File: config.mk
export PLATFORM = sky130hd
export DESIGN_NAME = bus_gnrtr_arbiter
export DESIGN_NICKNAME = d
export VERILOG_FILES = /design/src/rtl/bus_pkg.sv /design/src/rtl/bus_lane.sv /design/src/rtl/bus_gnrtr_arbiter.sv
export SDC_FILE = /design/constraint.sdc
export NUM_CORES = 1
export LEC_CHECK = 0
export ABC_CLOCK_PERIOD_IN_PS = 2029
export CORE_MARGIN = 8
export CORE_UTILIZATION = 35
export DETAILED_ROUTE_END_ITERATION = 6
export GPL_TIMING_DRIVEN = 1
export PLACE_DENSITY_LB_ADDON = 0.25
export SYNTH_ARGS = -nofsm -noshare
export SYNTH_HDL_FRONTEND = slang
export SYNTH_SLANG_ARGS = --single-unit
File: constraint.sdc
create_clock -name clk -period 2.03 [get_ports clk]
set_input_delay 0.406 -clock clk [delete_from_list [all_inputs] [get_ports clk]]
set_output_delay 0.406 -clock clk [all_outputs]
set_load 0.005 [all_outputs]
File: src/rtl/bus_pkg.sv
// rtl/bus_pkg.sv - shared types and destination decode for the multi-bus arbiter
//
// Purpose : header width, per-bus FSM state type and the push-mask decode
//           used by every bus lane.
// Contents: ID_W, MAX_DRVRS, bus_state_t, dest_mask().
package bus_pkg;

    localparam int ID_W      = 8;
    // Upper bound on drivers per bus; dest_mask returns a mask this wide and
    // each lane keeps only its low DRVRS bits.
    localparam int MAX_DRVRS = 64;

    typedef enum logic [1:0] {
        IDLE = 2'd0,
        POP  = 2'd1,
        PUSH = 2'd2
    } bus_state_t;

    // Broadcast reaches every driver except the source. Any ID in range
    // selects one driver, including the source itself. Any other ID yields
    // an empty mask, so the packet is dropped.
    function automatic logic [MAX_DRVRS-1:0] dest_mask(
        input logic [ID_W-1:0] id,
        input int              src,
        input int              drvrs,
        input int              broadcast
    );
        logic [MAX_DRVRS-1:0] m;
        m = '0;
        for (int i = 0; i < MAX_DRVRS; i++) begin
            if (i < drvrs) begin
                if (int'(id) == broadcast) begin
                    m[i] = (i != src);
                end else if (i == int'(id)) begin
                    m[i] = 1'b1;
                end
            end
        end
        return m;
    endfunction

endpackage

File: src/rtl/bus_lane.sv
// rtl/bus_lane.sv - one bus: round-robin arbiter, IDLE/POP/PUSH FSM, bus register
//
// Purpose : grants one pending driver, pops its head packet, and pushes the
//           packet to the driver(s) named in its header.
// Ports   : clk, reset (async, active-low)
//           pndng_i  [DRVRS]          driver FIFO non-empty
//           d_pop_i  [DRVRS][PCKG_SZ] driver FIFO head data (first-word-fall-through)
//           pop_o    [DRVRS]          driver FIFO read strobe
//           push_o   [DRVRS]          receiver FIFO write strobe
//           d_push_o [DRVRS][PCKG_SZ] receiver FIFO data (same word for every driver)
module bus_lane
    import bus_pkg::*;
#(
    parameter int DRVRS     = 3,
    parameter int PCKG_SZ   = 16,
    parameter int BROADCAST = 16
) (
    input  logic                            clk,
    input  logic                            reset,
    input  logic [DRVRS-1:0]                pndng_i,
    input  logic [DRVRS-1:0][PCKG_SZ-1:0]   d_pop_i,
    output logic [DRVRS-1:0]                pop_o,
    output logic [DRVRS-1:0]                push_o,
    output logic [DRVRS-1:0][PCKG_SZ-1:0]   d_push_o
);

    localparam int GW = (DRVRS > 1) ? $clog2(DRVRS) : 1;

    bus_state_t           state_q, state_d;
    logic [GW-1:0]        winner_q, winner_d;
    logic [GW-1:0]        last_grant_q, last_grant_d;
    logic [PCKG_SZ-1:0]   bus_q, bus_d;
    logic [DRVRS-1:0]     pop_q, pop_d;
    logic [DRVRS-1:0]     push_q, push_d;

    logic [GW-1:0]        rr_pick;
    logic                 rr_found;
    logic [PCKG_SZ-1:0]   sel_data;
    logic [MAX_DRVRS-1:0] mask_full;

    // Search starts one past the previous grant, so a driver holding pndng
    // high waits until every other requester has been served once.
    always_comb begin
        int            idx;
        logic [GW-1:0] idx_w;
        rr_pick  = '0;
        rr_found = 1'b0;
        idx      = 0;
        idx_w    = '0;
        for (int off = 1; off <= DRVRS; off++) begin
            idx   = (int'(last_grant_q) + off) % DRVRS;
            idx_w = GW'(idx);
            if (!rr_found && pndng_i[idx_w]) begin
                rr_found = 1'b1;
                rr_pick  = idx_w;
            end
        end
    end

    assign sel_data  = d_pop_i[winner_q];
    assign mask_full = dest_mask(sel_data[PCKG_SZ-1 -: ID_W], int'(winner_q),
                                 DRVRS, BROADCAST);

    always_comb begin
        state_d      = state_q;
        winner_d     = winner_q;
        last_grant_d = last_grant_q;
        bus_d        = bus_q;
        pop_d        = '0;
        push_d       = '0;
        case (state_q)
            IDLE: begin
                if (rr_found) begin
                    winner_d       = rr_pick;
                    pop_d[rr_pick] = 1'b1;
                    state_d        = POP;
                end
            end
            POP: begin
                // Head data is valid during the pop cycle, so capture it now.
                bus_d   = sel_data;
                push_d  = mask_full[DRVRS-1:0];
                state_d = PUSH;
            end
            PUSH: begin
                last_grant_d = winner_q;
                state_d      = IDLE;
            end
            default: begin
                state_d = IDLE;
            end
        endcase
    end

    always_ff @(posedge clk or negedge reset) begin
        if (!reset) begin
            state_q      <= IDLE;
            winner_q     <= '0;
            last_grant_q <= GW'(DRVRS - 1);
            bus_q        <= '0;
            pop_q        <= '0;
            push_q       <= '0;
        end else begin
            state_q      <= state_d;
            winner_q     <= winner_d;
            last_grant_q <= last_grant_d;
            bus_q        <= bus_d;
            pop_q        <= pop_d;
            push_q       <= push_d;
        end
    end

    assign pop_o  = pop_q;
    assign push_o = push_q;

    for (genvar d = 0; d < DRVRS; d++) begin : g_dpush
        assign d_push_o[d] = bus_q;
    end

endmodule

File: src/rtl/bus_gnrtr_arbiter.sv
// rtl/bus_gnrtr_arbiter.sv - BITS independent buses, each arbitrating DRVRS driver FIFOs
//
// Purpose : top level; one bus_lane per bus, no state shared between buses.
// Ports   : clk, reset (async, active-low)
//           pndng  [BITS][DRVRS]          driver FIFO non-empty
//           D_pop  [BITS][DRVRS][PCKG_SZ] driver FIFO head data
//           pop    [BITS][DRVRS]          driver FIFO read strobe
//           push   [BITS][DRVRS]          receiver FIFO write strobe
//           D_push [BITS][DRVRS][PCKG_SZ] receiver FIFO data
module bus_gnrtr_arbiter #(
    parameter int BITS      = 3,
    parameter int DRVRS     = 3,
    parameter int PCKG_SZ   = 16,
    parameter int BROADCAST = 16
) (
    input  logic                                  clk,
    input  logic                                  reset,
    input  logic [BITS-1:0][DRVRS-1:0]              pndng,
    output logic [BITS-1:0][DRVRS-1:0]              push,
    output logic [BITS-1:0][DRVRS-1:0]              pop,
    input  logic [BITS-1:0][DRVRS-1:0][PCKG_SZ-1:0] D_pop,
    output logic [BITS-1:0][DRVRS-1:0][PCKG_SZ-1:0] D_push
);

    for (genvar b = 0; b < BITS; b++) begin : g_bus
        bus_lane #(
            .DRVRS     (DRVRS),
            .PCKG_SZ   (PCKG_SZ),
            .BROADCAST (BROADCAST)
        ) u_lane (
            .clk      (clk),
            .reset    (reset),
            .pndng_i  (pndng[b]),
            .d_pop_i  (D_pop[b]),
            .pop_o    (pop[b]),
            .push_o   (push[b]),
            .d_push_o (D_push[b])
        );
    end

endmodule

Yosys cells after proc, flatten, opt, wreduce, memory -nomap -nowiden
Index checks and enable logic that the tools add are counted.

storage, ports and cells
  register bits after elaboration = 84
  input port bits = 155
  logic and storage cells = 186

operators by class
  $add $sub $neg = 9
  divide/modulo/power cells = 9
  magnitude comparators = 18
  eq/ne operators = 24
  mux-type cells = 81
  reductions and logical operators = 27

operators with widths
  operator                 number
  $mod A32 B3 Y32 const B  9
  $bmux W16 S2             3
  $mux W16                 3
  $lt A2 B3 Y1 const B     15
  $mux W1                  39
  $mux W3                  9
  $eq A2 B8 Y1 const A     3
  $eq A3 B8 Y1 const A     3
  $eq A8 B6 Y1 const B     3
  $logic_not A8 Y1         3
  $mux W2                  12
  $add A2 B2 Y3 const B    6
  $bmux W1 S2              9
  $ne A2 B2 Y1 const A     6
  $pmux W2 S2              3
  $add A2 B1 Y3 const B    3
  $logic_and A1 B1 Y1      9
  $demux W1 S2             3
  $eq A2 B1 Y1 const B     3
  $eq A2 B2 Y1 const B     3
  $ge A2 B1 Y1 const B     3
  $logic_not A1 Y1         6
  $logic_not A2 Y1         3
  $ne A2 B1 Y1 const B     3
  other kinds (2)          6

Logic depth before layout (Yosys ltp)
  depth after elaboration = 17
  mapped depth = 8

Hierarchy
A second synthesis with hierarchy kept.

second synthesis, totals
  cells, all modules = 624
  area total of the unflattened synthesis = 5504.0 sq um

by module, submodules not included
  module                          times used  cells an instance  area an instance (sq um)  sequential area each (sq um)
  bus_lane (g_bus[0].u_lane ...)  2           207                1846.8                    701.9
  bus_lane (g_bus[2].u_lane)      1           210                1810.5                    701.9

Worst setup path after synthesis
Ideal clock, no wire load.

  kind = register to register
  from = register g_bus[1].u_lane.last_grant_q[1]
  to = register g_bus[1].u_lane.winner_q[1]
  library setup time = 67 ps
  arrival time = 1822 ps
  required time = 1963 ps
  path slack = 142 ps
  stages on the path, launching flop included = 8
  period minus slack after synthesis = 1888 ps
  cell sequence = dfstp_2 -> inv_1 -> ha_1 -> nand2b_1 -> and2_1 -> o221a_2 -> a211oi_1 -> o32a_1

on the way
  word-level cells in the longest chain between the ends = 12
  elaborated cells on any way between the ends = 23
  classes of those cells = 3 x add/sub; 3 x div; 12 x mux; 5 x reduce/logical

RTL lines
  what                                line             text
  from (decl)                         bus_lane.sv:31   logic [GW-1:0] last_grant_q, last_grant_d;
  from (signal assigned)              bus_lane.sv:99   last_grant_q <= GW'(DRVRS - 1);
  from (signal assigned)              bus_lane.sv:106  last_grant_q <= last_grant_d;
  $add A2 B1 Y3                       bus_lane.sv:51   idx = (int'(last_grant_q) + off) % DRVRS;
  $mod A32 B3 Y32                     bus_lane.sv:51
  $bmux W1 S2                         bus_lane.sv:53   if (!rr_found && pndng_i[idx_w]) begin
  $mux W1 (implied by the code)       bus_lane.sv:53
  $mux W1                             bus_lane.sv:53
  $logic_not A1 Y1                    bus_lane.sv:53
  $logic_and A1 B1 Y1                 bus_lane.sv:53
  $mux W1                             bus_lane.sv:53
  $logic_not A1 Y1                    bus_lane.sv:53
  $logic_and A1 B1 Y1                 bus_lane.sv:53
  $mux W1                             bus_lane.sv:53
  $reduce_and A2 Y1 (no source line)  --
  to (signal assigned)                bus_lane.sv:105  winner_q <= winner_d;
  to (decl)                           bus_lane.sv:30   logic [GW-1:0] winner_q, winner_d;

Several ways; a longest one is shown, not always the timed one. The select of a mux whose other input is x is not followed.
A chain may end at the register's enable or synchronous reset.

Worst setup path in the final report
  from = register g_bus[1].u_lane.last_grant_q[1]
  to = register g_bus[1].u_lane.pop_q[2]

on the way
  word-level cells in the longest chain between the ends = 17
  elaborated cells on any way between the ends = 29
  classes of those cells = 3 x add/sub; 3 x div; 2 x order compare; 16 x mux; 5 x reduce/logical

RTL lines
  what                                                                line             text
  $add A2 B1 Y3                                                       bus_lane.sv:51
  $mod A32 B3 Y32                                                     bus_lane.sv:51
  $bmux W1 S2                                                         bus_lane.sv:53
  $mux W1 (implied by the code)                                       bus_lane.sv:53
  $mux W1                                                             bus_lane.sv:53
  $logic_not A1 Y1                                                    bus_lane.sv:53
  $logic_and A1 B1 Y1                                                 bus_lane.sv:53
  $mux W1                                                             bus_lane.sv:53
  [... 2 more ...]                                                    --
  $mux W2                                                             bus_lane.sv:53
  $lt A2 B3 Y1 (implied by the code) or $ge A2 B1 Y1 (tied branches)  bus_lane.sv:75   pop_d[rr_pick] = 1'b1;
  $logic_and A1 B1 Y1 (implied by the code)                           bus_lane.sv:75
  $mux W1 (implied by the code)                                       bus_lane.sv:75
  $demux W1 S2                                                        --
  $mux W3 (*)                                                         bus_lane.sv:73   if (rr_found) begin
  $mux W3 (*)                                                         bus_lane.sv:71   case (state_q)
  via g_bus[1].u_lane.pop_d[2]                                        bus_lane.sv:33   logic [DRVRS-1:0] pop_q, pop_d;
  to (signal assigned)                                                bus_lane.sv:108  pop_q <= pop_d;
  to (decl)                                                           bus_lane.sv:33

Mark *: on every way through the listed nets, which the timed path passes. The rest lies on a longest branch. The select of a mux whose other input is x is not followed.

==> flow_summary.yaml <==
outcome:
  status: "completed"
sta:
  final.min_clock_period_ns: 1.98
  relSlewSlack_pct: 64.3
  drv_slew: 0
  hold_ws_ns: 0.0869
  fin_crit_sh_pct: 97.8
  worstMarginPinSlew_ns: 0.530
  setup-violations-final: 0
  setup_slack_ns: 0.0456
  final.setup.tns_ns: 0
  worst_clock_skew_ns: 0.00447
  timing.final.hold_violations: 0
  max_freq_ghz: 0.504
placed_design:
  post-place-ws_ns: -0.295
  port_buffers: 316
  dp_hpwl_um: 14800
  dpl-instance-area_um2: 8200
  globalplace.congestion: 0.872
global_route:
  antenna_found_initial: 0
  top_usage_layer: "met2"
  grt_pass1_wl_um: 28300
  gr-usage-all-layers_pct: 18.0
  use_met3_pct: 6.01
  grt_overflow: 0
  grt_max_degree: 85
  met1_usage_pct: 19.5
  grtUsageMet2_pct: 32.2
  grt_pass1_vias: 5321
cells_and_area:
  drive_gt1_share_pct: 7.96
  num_antenna_cells: 0
  area_growth_pct: 58.4
  post-route-util_pct: 56.6
  n_fill_cell: 1298
  nNetsFinal: 1013
  postLayoutCellArea_um2: 8580
synth:
  netlist_area_um2: 5420
  synth_cells: 621
  synth.area.top_cells: "dfrtp_1 37%, buf_4 13%, mux2i_1 10%, nand2_1 5.3%, a21oi_1 4.6%"
  synth_seq_cells: 84
  synth-seq-area-share_pct: 38.9
  async_flop_share_pct: 100
  synth.distinct_cells: 50
  synth_top_flop_cell: "dfrtp_1"
  yosysWarnings: 0
  synth.top_cell.area_share_pct: 37.4
  syn_nets: 785
  synthTopCellsByCount: "96 x buf_4, 81 x dfrtp_1, 76 x nand2_1"
  synth_largest_area_cell: "dfrtp_1"
  yosysMostFrequentCell: "buf_4"
  synth_edf_count: 0
  avgSynthCellArea_um2: 8.72
clock_network:
  cts-buffers-inserted: 9
  htreeDepth: 3
  tritoncts: "yes"
  clk_latency_ns: 0.34
  cts_setup_buffers: 0
  clkSlewWorstSetupHoldPaths_ns: 0.06
  cts.sinks: 84
  cts.hold.buffers_added: 0
  cts_buffer_depth: 2
  cts_root_buf: "clkbuf_16"
setup_path:
  r2r-start: "g_bus[1].u_lane.last_grant_q[1]"
  required_ns: 2.26
  cp.arrival_ns: 2.22
  crit_buf_inv: 0
  start_kind: "flip-flop"
  path_class: "reg -> reg"
  crit_slowest_cell: "dfstp_2"
  critPathMaxStageDelay_ns: 0.53
  crit_fanout: 7
  crit_start: "g_bus[1].u_lane.last_grant_q[1]"
  endpoint_kind: "flip-flop"
  path_cells: "ha_2, nor2b_1, o21ai_0, o221a_4, nand4b_1, a211oi_1"
  crit_family: "compound AO/OA/AOI/OAI gates"
pwr:
  power.internal_mw: 7.93
  p_per_area_nw_per_um2: 1470
  swShare_pct: 37.0
  pwr-share-comb_pct: 60.5
  power_frac_clock_pct: 14.5
  leakage_nw: 3.68
  ir_worst_vdd_uv: 763
  power_switching_mw: 4.65
  seqPwrFrac_pct: 24.9
floorplan:
  rows: 45
  die_y_um: 140
  die_w_um: 140
  start_util_pct: 35.8
  die-area_um2: 19700
  ios: 317
  core_area_um2: 15100
flow_run:
  drv_cap: 0
routing:
  drtIter0Drc: 242
  detail_route.wl_per_cell_um: 17.7
  drc: 0
  vias: 5110
  wl_um: 18400
  viasPerCell: 4.90
  first_pass_iters: 6
  ant_nets: 0
min_path:
  hold_path.class: "in -> async"
-- routing by layer --
layer | vias to the layer above | share of wire [%]
met2 | 209 | 51
met1 | 2420 | 39
li1 | 2470 | -
met3 | 11 | 9.2
met4 | 0 | 1.3
met5 | - | 0
-- state kept, by name (all words and copies together), names as in the netlist --
signal	count
g_bus.u_lane.bus_q	48
g_bus.u_lane.last_grant_q	6
g_bus.u_lane.pop_o	9
g_bus.u_lane.push_o	9
g_bus.u_lane.state_q	6
g_bus.u_lane.winner_q	6
-- what timing repair did --
item / 4_1_cts / 5_1_grt
setup endpoints to repair: 0 / 6
hold endpoints to repair: 0 / 0
gates resized for setup: 0 / 10
-- worst reg2reg max path: stages (launching register included) --
cell	delay (ns)
dfstp_2	0.53
ha_2	0.32
nor2b_1	0.16
o21ai_0	0.20
o221a_4	0.24
nand4b_1	0.12
a211oi_1	0.30
-- through the flow --
stage / total power [mW] / std cells
after floorplan: 7.54 / 621
after global placement: 10.6 / 1026
after detailed placement: 10.8 / 1026
after CTS: 12.7 / 1042
after global routing: 13.5 / 1042
final: 12.6 / 1042
-- final timing paths --
| path | cells after the start | slack (ns) | endpoint |
|---|---|---|---|
| max | 6 | 0.05 | g_bus[1].u_lane.pop_o[2] |
| min | 2 | 0.09 | g_bus[2].u_lane.bus_q[3] |
| max reg2reg | 6 | 0.05 | g_bus[1].u_lane.pop_o[2] |
| min reg2reg | 2 | 0.53 | g_bus[0].u_lane.bus_q[3] |
| max in group asynchronous | 2 | 1.56 | g_bus[0].u_lane.last_grant_q[1] |
| min in group clk | 2 | 0.53 | g_bus[0].u_lane.bus_q[3] |
-- power groups by stage --
stage          Sequential, mW  Clock, mW  Combinational (mW)
2_1_floorplan            2.99          0                4.55
3_3_place_gp             3.12          0                7.49
3_5_place_dp             3.16          0                7.59
4_1_cts                  3.15       1.88                7.63
5_1_grt                  3.26       1.93                8.33
6_report                 3.13       1.83                7.62
-- cell families after synthesis --
family	share of synthesized area, %
flip-flops	38.9
AO/OA/AOI/OAI	15.6
adder cells (fa/ha/maj)	2.08
AND/OR/NAND/NOR	14.8
buffers and inverters	17.3
multiplexers	11.4
-- final cells by class --
type | instances | area (um^2) | area share (%)
timing repair buffer | 345 | 3420 | 39.8
multi-input combinational | 389 | 2410 | 28.1
clock buffer | 12 | 267 | 3.11
clock inverter | 4 | 70.1 | 0.817
sequential | 84 | 2110 | 24.6
inverter | 20 | 75.1 | 0.875
tap | 188 | 235 | 2.74
-- placed cells by master (no fill, tap or decap), types with 3 or more instances in the layout --
cell type	Yosys	final
mux2_2	4	4
nand4_1	4	4
ha_1	9	8
nor2_1	54	54
mux2i_1	54	54
a21oi_1	50	49
dfrtp_1	81	79
buf_12	0	3
clkbuf_16	0	9
o21ai_0	47	47
inv_1	20	20
nand2_1	76	76
nand2b_1	10	10
nor2b_1	10	9
nand3b_1	3	3
o22ai_1	4	4
dfstp_2	3	3
nor3b_1	4	4
nor3_1	7	7
a221o_1	4	4
o2bb2ai_1	7	7
clkdlybuf4s50_1	0	315
a31oi_1	3	3
buf_4	96	27
clkbuf_8	0	3
o21a_1	4	4
Power figures use the tool's default switching activity.
